===== src/rtl/car_warning_pkg.sv =====
// Shared state encoding and cause-bit positions for the car warning controller.
package car_warning_pkg;

  typedef enum logic [1:0] {
    OFF     = 2'b00,
    MONITOR = 2'b01,
    CHIME   = 2'b10,
    HOLD    = 2'b11
  } state_t;

  localparam int DOOR = 1;
  localparam int BELT = 0;

endpackage


===== src/rtl/car_warning_ctrl_input_debounce.sv =====
// Two-flop synchroniser plus stability counter for one raw input.
// Latency DEB_CYC+2 cycles from raw change to deb; no backpressure.
module input_debounce #(
  parameter int DEB_CYC = 4,
  parameter int CNT_W   = 8
) (
  input  logic clk,
  input  logic rst_n,
  input  logic raw,
  output logic deb
);

  logic             s1;
  logic             s2;
  logic [CNT_W-1:0] cnt;

  always_ff @(posedge clk or negedge rst_n) begin
    if (!rst_n) begin
      s1  <= 1'b0;
      s2  <= 1'b0;
      cnt <= '0;
      deb <= 1'b0;
    end else begin
      s1 <= raw;
      s2 <= s1;
      // Any return to the current debounced value restarts the stability count.
      if (s2 == deb) begin
        cnt <= '0;
      end else if (cnt == CNT_W'(DEB_CYC - 1)) begin
        deb <= s2;
        cnt <= '0;
      end else begin
        cnt <= cnt + 1'b1;
      end
    end
  end

endmodule


===== src/rtl/car_warning_ctrl.sv =====
// Debounced fault detector driving a bounded, acknowledgeable chime/lamp sequence.
// Outputs registered, one cycle behind the state; no backpressure.
module car_warning_ctrl
  import car_warning_pkg::*;
#(
  parameter int DEB_CYC   = 4,
  parameter int BEEP_ON   = 8,
  parameter int BEEP_OFF  = 8,
  parameter int MAX_BEEPS = 6,
  parameter int CNT_W     = 8
) (
  input  logic       Clk,
  input  logic       nRst,
  input  logic       DoorClose,
  input  logic       Ignition,
  input  logic       SeatBelt,
  input  logic       Ack,
  output logic       Alarm,
  output logic       WarnLamp,
  output logic [1:0] State
);

  localparam int BW = $clog2(MAX_BEEPS + 1);

  logic             door_d;
  logic             ign_d;
  logic             belt_d;
  logic [1:0]       cause;
  logic             fault;
  state_t           st;
  logic [1:0]       cause_q;
  logic [CNT_W-1:0] ph;
  logic             beep_on;
  logic [BW-1:0]    beeps;

  input_debounce #(.DEB_CYC(DEB_CYC), .CNT_W(CNT_W)) u_deb_door (
    .clk(Clk), .rst_n(nRst), .raw(DoorClose), .deb(door_d)
  );
  input_debounce #(.DEB_CYC(DEB_CYC), .CNT_W(CNT_W)) u_deb_ign (
    .clk(Clk), .rst_n(nRst), .raw(Ignition), .deb(ign_d)
  );
  input_debounce #(.DEB_CYC(DEB_CYC), .CNT_W(CNT_W)) u_deb_belt (
    .clk(Clk), .rst_n(nRst), .raw(SeatBelt), .deb(belt_d)
  );

  always_comb begin
    cause       = 2'b00;
    cause[DOOR] = ~door_d;
    cause[BELT] = ~belt_d;
    fault       = ign_d & (|cause);
  end

  assign State = st;

  always_ff @(posedge Clk or negedge nRst) begin
    if (!nRst) begin
      st       <= OFF;
      cause_q  <= 2'b00;
      ph       <= '0;
      beep_on  <= 1'b0;
      beeps    <= '0;
      Alarm    <= 1'b0;
      WarnLamp <= 1'b0;
    end else begin
      Alarm    <= (st == CHIME) && beep_on;
      WarnLamp <= (st == CHIME) || (st == HOLD);
      case (st)
        OFF: begin
          if (ign_d) st <= MONITOR;
        end
        MONITOR: begin
          if (!ign_d) begin
            st <= OFF;
          end else if (fault) begin
            st      <= CHIME;
            cause_q <= cause;
            ph      <= '0;
            beep_on <= 1'b1;
            beeps   <= '0;
          end
        end
        CHIME: begin
          if (!ign_d) begin
            st <= OFF;
          end else if (!fault) begin
            st <= MONITOR;
          end else if (Ack) begin
            st <= HOLD;
          end else if (beep_on) begin
            if (ph == CNT_W'(BEEP_ON - 1)) begin
              beep_on <= 1'b0;
              ph      <= '0;
            end else begin
              ph <= ph + 1'b1;
            end
          end else if (ph == CNT_W'(BEEP_OFF - 1)) begin
            // Leave on the same edge the last beep completes so no extra ON cycle leaks out.
            beep_on <= 1'b1;
            ph      <= '0;
            beeps   <= beeps + 1'b1;
            if (beeps == BW'(MAX_BEEPS - 1)) st <= HOLD;
          end else begin
            ph <= ph + 1'b1;
          end
        end
        HOLD: begin
          if (!ign_d) begin
            st <= OFF;
          end else if (!fault) begin
            st <= MONITOR;
          end else if (|(cause & ~cause_q)) begin
            st      <= CHIME;
            cause_q <= cause;
            ph      <= '0;
            beep_on <= 1'b1;
            beeps   <= '0;
          end
        end
        default: st <= OFF;
      endcase
    end
  end

endmodule


===== config.mk =====
export PLATFORM = sky130hd
export DESIGN_NAME = car_warning_ctrl
export DESIGN_NICKNAME = d
export VERILOG_FILES = /design/src/rtl/car_warning_pkg.sv /design/src/rtl/car_warning_ctrl_input_debounce.sv /design/src/rtl/car_warning_ctrl.sv
export SDC_FILE = /design/constraint.sdc
export NUM_CORES = 1
export LEC_CHECK = 0
export BUFFER_PORTS_ARGS = -buffer_cell sky130_fd_sc_hd__buf_2
export CORE_ASPECT_RATIO = 0.5
export CORE_MARGIN = 10
export CORE_UTILIZATION = 60
export CTS_BUF_LIST = sky130_fd_sc_hd__clkbuf_16
export DETAILED_ROUTE_END_ITERATION = 10
export PLACE_DENSITY = 0.78
export SYNTH_ARGS = -nofsm -noshare
export SYNTH_HDL_FRONTEND = slang
export SYNTH_SLANG_ARGS = --single-unit
export TNS_END_PERCENT = 30

===== constraint.sdc =====
create_clock -name Clk -period 1.82 [get_ports Clk]
set_input_delay 0.273 -clock Clk [delete_from_list [all_inputs] [get_ports Clk]]
set_output_delay 0.273 -clock Clk [all_outputs]
set_load 0.01 [all_outputs]

**Word-level counts from Yosys, hierarchy flattened**

Index checks and enable logic that the tools add are counted.

- Input bits: 6
- Logic and storage cells: 131
- Bits in registers: 51

- Multiplexer cells: 58
- Reductions and logical operators: 14
- $add $sub $neg: 5
- Eq/ne operators: 27
- Bitwise logic cells: 8

Operator list:

| operator | count |
|---|---|
| $mux 8 | 15 |
| $mux 2 | 17 |
| $add 8x1->8 const B | 4 |
| $mux 3 | 10 |
| $eq 8x2->1 const B | 3 |
| $pmux 8 s3 | 1 |
| $ne 5x5->1 const B | 3 |
| $ne 2x1->1 const B | 6 |
| $reduce_and 6->1 | 2 |
| $mux 1 | 11 |
| $reduce_and 11->1 | 1 |
| $ne 2x2->1 const B | 5 |
| $pmux 3 s3 | 1 |
| $reduce_and 9->1 | 1 |
| $eq 8x3->1 const B | 1 |
| $pmux 2 s4 | 1 |
| $reduce_and 2->1 | 3 |
| $not 1->1 | 5 |
| $eq 2x2->1 const B | 2 |
| $ne 4x4->1 const B | 1 |
| $pmux 2 s2 | 1 |
| $reduce_or 2->1 | 2 |
| $add 3x1->3 const B | 1 |
| $eq 1x1->1 | 3 |
| other kinds (12) | 12 |

**Depth between registers and ports, before layout**

- Depth after elaboration: 8
- Gate-level depth with buffers: 5
- Mapped depth without buffers: 5

**By module**

Synthesis repeated with hierarchy kept, for this count alone.

- Cells, all modules: 229
- Area, all modules: 2459.9 um2

By module, submodules not included:

| module | cells an instance | sequential area each (um2) | times used | area each (um2) |
|---|---|---|---|---|
| input_debounce | 44 | 275.3 | 3 | 493.0 |
| car_warning_ctrl | 97 | 450.4 | 1 | 980.9 |

**Worst setup path before layout**

No wires, ideal clock.

- Path kind: register to register
- Start point: register st[0], in the netlist State[0]
- End point: register ph[1]
- Data arrival time: 1.585 ns
- Setup slack: 0.111 ns
- Cell stages (with the launch flop): 6
- Data required time: 1.695 ns
- Cells stage by stage: dfrtp_1 -> nand2b_2 -> or3_1 -> buf_6 -> nand2_2 -> mux2_2

- Word-level cells in the longest chain between the ends: 3

Ends and longest elaborated chain:

| element | RTL line | RTL |
|---|---|---|
| from (decl) | car_warning_ctrl.sv:30 | `state_t st;` |
| from (signal assigned) | car_warning_ctrl.sv:57 | `st <= OFF;` |
| from (signal assigned) | car_warning_ctrl.sv:69 | `if (ign_d) st <= MONITOR;` |
| from (signal assigned) | car_warning_ctrl.sv:73 | `st <= OFF;` |
| $eq 2x2->1 or $eq 2x1->1 (tied branches) | car_warning_ctrl.sv:67 | `case (st)` |
| $ne 2x1->1 (no source line), or another cell as far along | n/a |  |
| $reduce_and 9->1 (no source line) | n/a |  |
| to (signal assigned) | car_warning_ctrl.sv:94 | `ph <= ph + 1'b1;` |
| to (signal assigned) | car_warning_ctrl.sv:103 | `ph <= ph + 1'b1;` |
| to (decl) | car_warning_ctrl.sv:32 | `logic [CNT_W-1:0] ph;` |

Parallel ways exist; a longest one is shown, timed or not.
A chain may end at the register's enable or synchronous reset.

**Final worst setup path**

- Start point: register u_deb_ign.deb
- End point: register ph[1]

- Word-level cells in the longest chain between the ends: 3

Ends and longest elaborated chain:

| element | RTL line | RTL |
|---|---|---|
| from (decl) | car_warning_ctrl_input_debounce.sv:10 | `output logic deb` |
| from (signal assigned) | car_warning_ctrl_input_debounce.sv:22 | `deb <= 1'b0;` |
| from (signal assigned) | car_warning_ctrl_input_debounce.sv:30 | `deb <= s2;` |
| $and 1x1->1 | car_warning_ctrl.sv:50 | `fault = ign_d & (\|cause);` |
| $ne 2x2->1 (no source line) | n/a |  |
| $reduce_and 9->1 (no source line) * | n/a |  |

Mark *: on every way between the ends. The rest lies on a longest branch, timed or not.

==> flow_summary.ini <==
[cells_and_area]
final_cell_mix = 51 x dfrtp_1, 25 x nor2_1, 23 x nand3_1
final_cells = 284
layout-area-overhead-vs-synth_pct = 13.4
final_common_cell = dfrtp_1
nFillCells = 255
post-route-cell-area_um2 = 2590
finish.net_count = 244
antenna_cells_inserted = 0
drive_above_1_share = 0.133
final_core_utilization = 0.731

[logic_synthesis]
post_synth_edffs = 0
synth_area_per_cell_um2 = 10.8
synth_fp_nets = 224
ys.flop_type = dfrtp_1
postSynthCellCount = 212
ys_ff_latch = 51
portion_of_the_post_synthesis_area_used_by_sequential_elements = 0.558
yosys.cell_types.count = 37
synthesis.area_um2 = 2290
yosysWarnings = 0
ys_async_sr_fraction = 1.00

[die]
starting_utilization_of_the_core_area = 0.645
row_count = 15
die-width_um = 107
dieArea_um2 = 6830
die_height_um = 63.7
placeableCoreArea_um2 = 3550
boundaryPins = 10

[placed_design]
numPortBuffers = 9
postPlaceCellArea_um2 = 2430
post_detail_place_hpwl_um = 2730
routabilityCongestion = 0.829
placed_cells_incl_taps = 276

[critical_path]
critPathSlowestCell = or3_1
reg2regPathDepth = 4
max_stage_delay_ps = 460
worst_r2r_startpoint = u_deb_ign.deb
cp-start-kind = flip-flop
r2r-end = ph[1]
timing.critical_path.to_type = flip-flop
timing_worst_setup_path_type = reg2reg
reg2reg_setup_slack_ps = 130
crit_path_max_fanout = 10
worstSetupPathDepth = 4
arrival_ps = 1860
buffering_stage_count_on_the_worst_path_with_inverters_included = 0
critical_path.cell_chain = a21bo_1 > or3_1 > nand2_2 > mux2_2
startpoint = u_deb_ign.deb
worstSetupEndpoint = ph[1]
critical_path.top_delay_family = simple AND/OR/NAND/NOR gates
crit_required_ps = 1990

[route]
number_of_detailed_routing_iterations_run_before_antenna_repair = 4
postRouteAntennaNets = 0
via_count = 1623
wire_per_inst_um = 14.3
drtIter0Drc = 76
vias_per_cell = 5.71
postRouteWirelength_um = 4050
detail_route.drc_violations = 0

[timing]
setup_repair_after_global_routing_missed_its_margin = false
max_slew.worst_pin.slew_ps = 614
period_needed_ps = 1690
drv_slew = 0
timing_hold_violations_final = 0
tcrit_tclk_final = 0.929
setup-violations-final = 0
skew_ps = 5.37
fmax_mhz = 592
setup_tns_ps = 0
max_slew_margin = 0.591

[job]
drv_cap = 0

[global_routing]
grt_first_pass_wirelength_um = 7400
antenna_found_initial = 0
grt_start_max_net_pins = 52
grt_remaining_overflow = 0
vias_in_the_first_global_route = 1588
grt.total_usage = 0.131

[clock_tree]
cts-resized-gates = 0
number_of_buffers_created_by_cts = 5
clock-root-buffer = clkbuf_16
worstSkewPairLatency_ps = 290
cts.clk_slew.worst_paths_ps = 60
number_of_buffers_on_the_longest_clock_path = 2
cts.sinks = 51
cts.repair_timing.setup_buffer_count = 0
ctsHtreeMaxLevel = 2
cts_tree = built
cts.hold.buffers_added = 0

[power_and_ir_drop]
power.total_mw = 3.41
p_comb_frac = 0.251
static_leakage_nw = 1.24
net_switching_mw = 1.06
cellInternalPower_mw = 2.36
power.share.sequential = 0.448
swShare = 0.310
peakVddDrop_mv = 0.701
p_clk_frac = 0.301
powerDensity_nw_per_um2 = 1320

[hold_path]
min_path_type = in2async

[status]
status = complete, no violations
==> area by class of cell <==
type                    instances  area [um^2]  area share
repair buffers                 16         97.6      0.0376
well taps                      51         63.8      0.0246
flip-flops and latches         51         1280       0.492
clock inverters                 3         38.8      0.0150
multi-input cells             155          981       0.378
inverters                       3         11.3     0.00434
clock buffers                   5          125      0.0482
==> flip-flops by register name (all words and copies together) (netlist names), 2 cells and up <==
register / flops
State: 2
beeps: 3
cause_q: 2
ph: 8
u_deb_belt.cnt: 8
u_deb_door.cnt: 8
u_deb_ign.cnt: 8
==> synth_stat cells (4+ instances only) <==
cell type	count	area, um^2
nand2_1	11	41.3
mux2_2	4	45.0
and3_1	14	87.6
a31oi_1	5	31.3
ha_1	6	75.1
a21oi_1	8	40.0
nand3_1	23	115
nor2_1	25	93.8
o21ai_0	6	30.0
xor2_1	18	158
dfrtp_1	51	1280
==> metrics by stage <==
stage,hold WS (ps),setup slack [ps]
detailed placement,337,129
global route,81.4,19.4
floorplan,-22.6,111
global placement,333,185
finish,81.0,130
CTS,81.3,118
==> logic make-up (layout without fill, tap and decap cells) <==
family / Yosys count / in the layout / share of synthesized area
simple gates: 90 / 90 / 0.197
flops: 51 / 51 / 0.558
compound gates: 32 / 32 / 0.0897
xor+xnor: 21 / 21 / 0.0804
fa+ha+maj: 6 / 6 / 0.0328
mux: 6 / 6 / 0.0284
buf+inv: 6 / 27 / 0.0131
==> power by group through the flow <==
stage | sequential [mW] | clock (mW) | combinational [mW]
5_1_grt | 1.56 | 1.10 | 0.987
4_1_cts | 1.53 | 1.06 | 0.868
6_report | 1.53 | 1.03 | 0.856
3_5_place_dp | 1.54 | 0 | 0.853
2_1_floorplan | 1.56 | 0 | 0.523
3_3_place_gp | 1.53 | 0 | 0.835
==> worst min path at each step <==
stage                              from               end  cells after the start
after CTS                      SeatBelt     u_deb_belt.s1                      1
after detailed placement  u_deb_door.s1     u_deb_door.s2                      0
after floorplan                    nRst             Alarm                      0
after global placement    u_deb_door.s1     u_deb_door.s2                      0
after global routing           SeatBelt     u_deb_belt.s1                      1
final                              nRst  u_deb_ign.cnt[5]                      2
==> metal layers <==
layer | GRT usage | wire length, um | up-vias
met4 | 0.0487 | 30 | 0
li1 | - | - | 792
met3 | 0.0426 | 180 | 4
met1 | 0.166 | 1940 | 800
met2 | 0.202 | 1900 | 27
met5 | 0 | 0 | -
(Power assumes the default switching activity.)
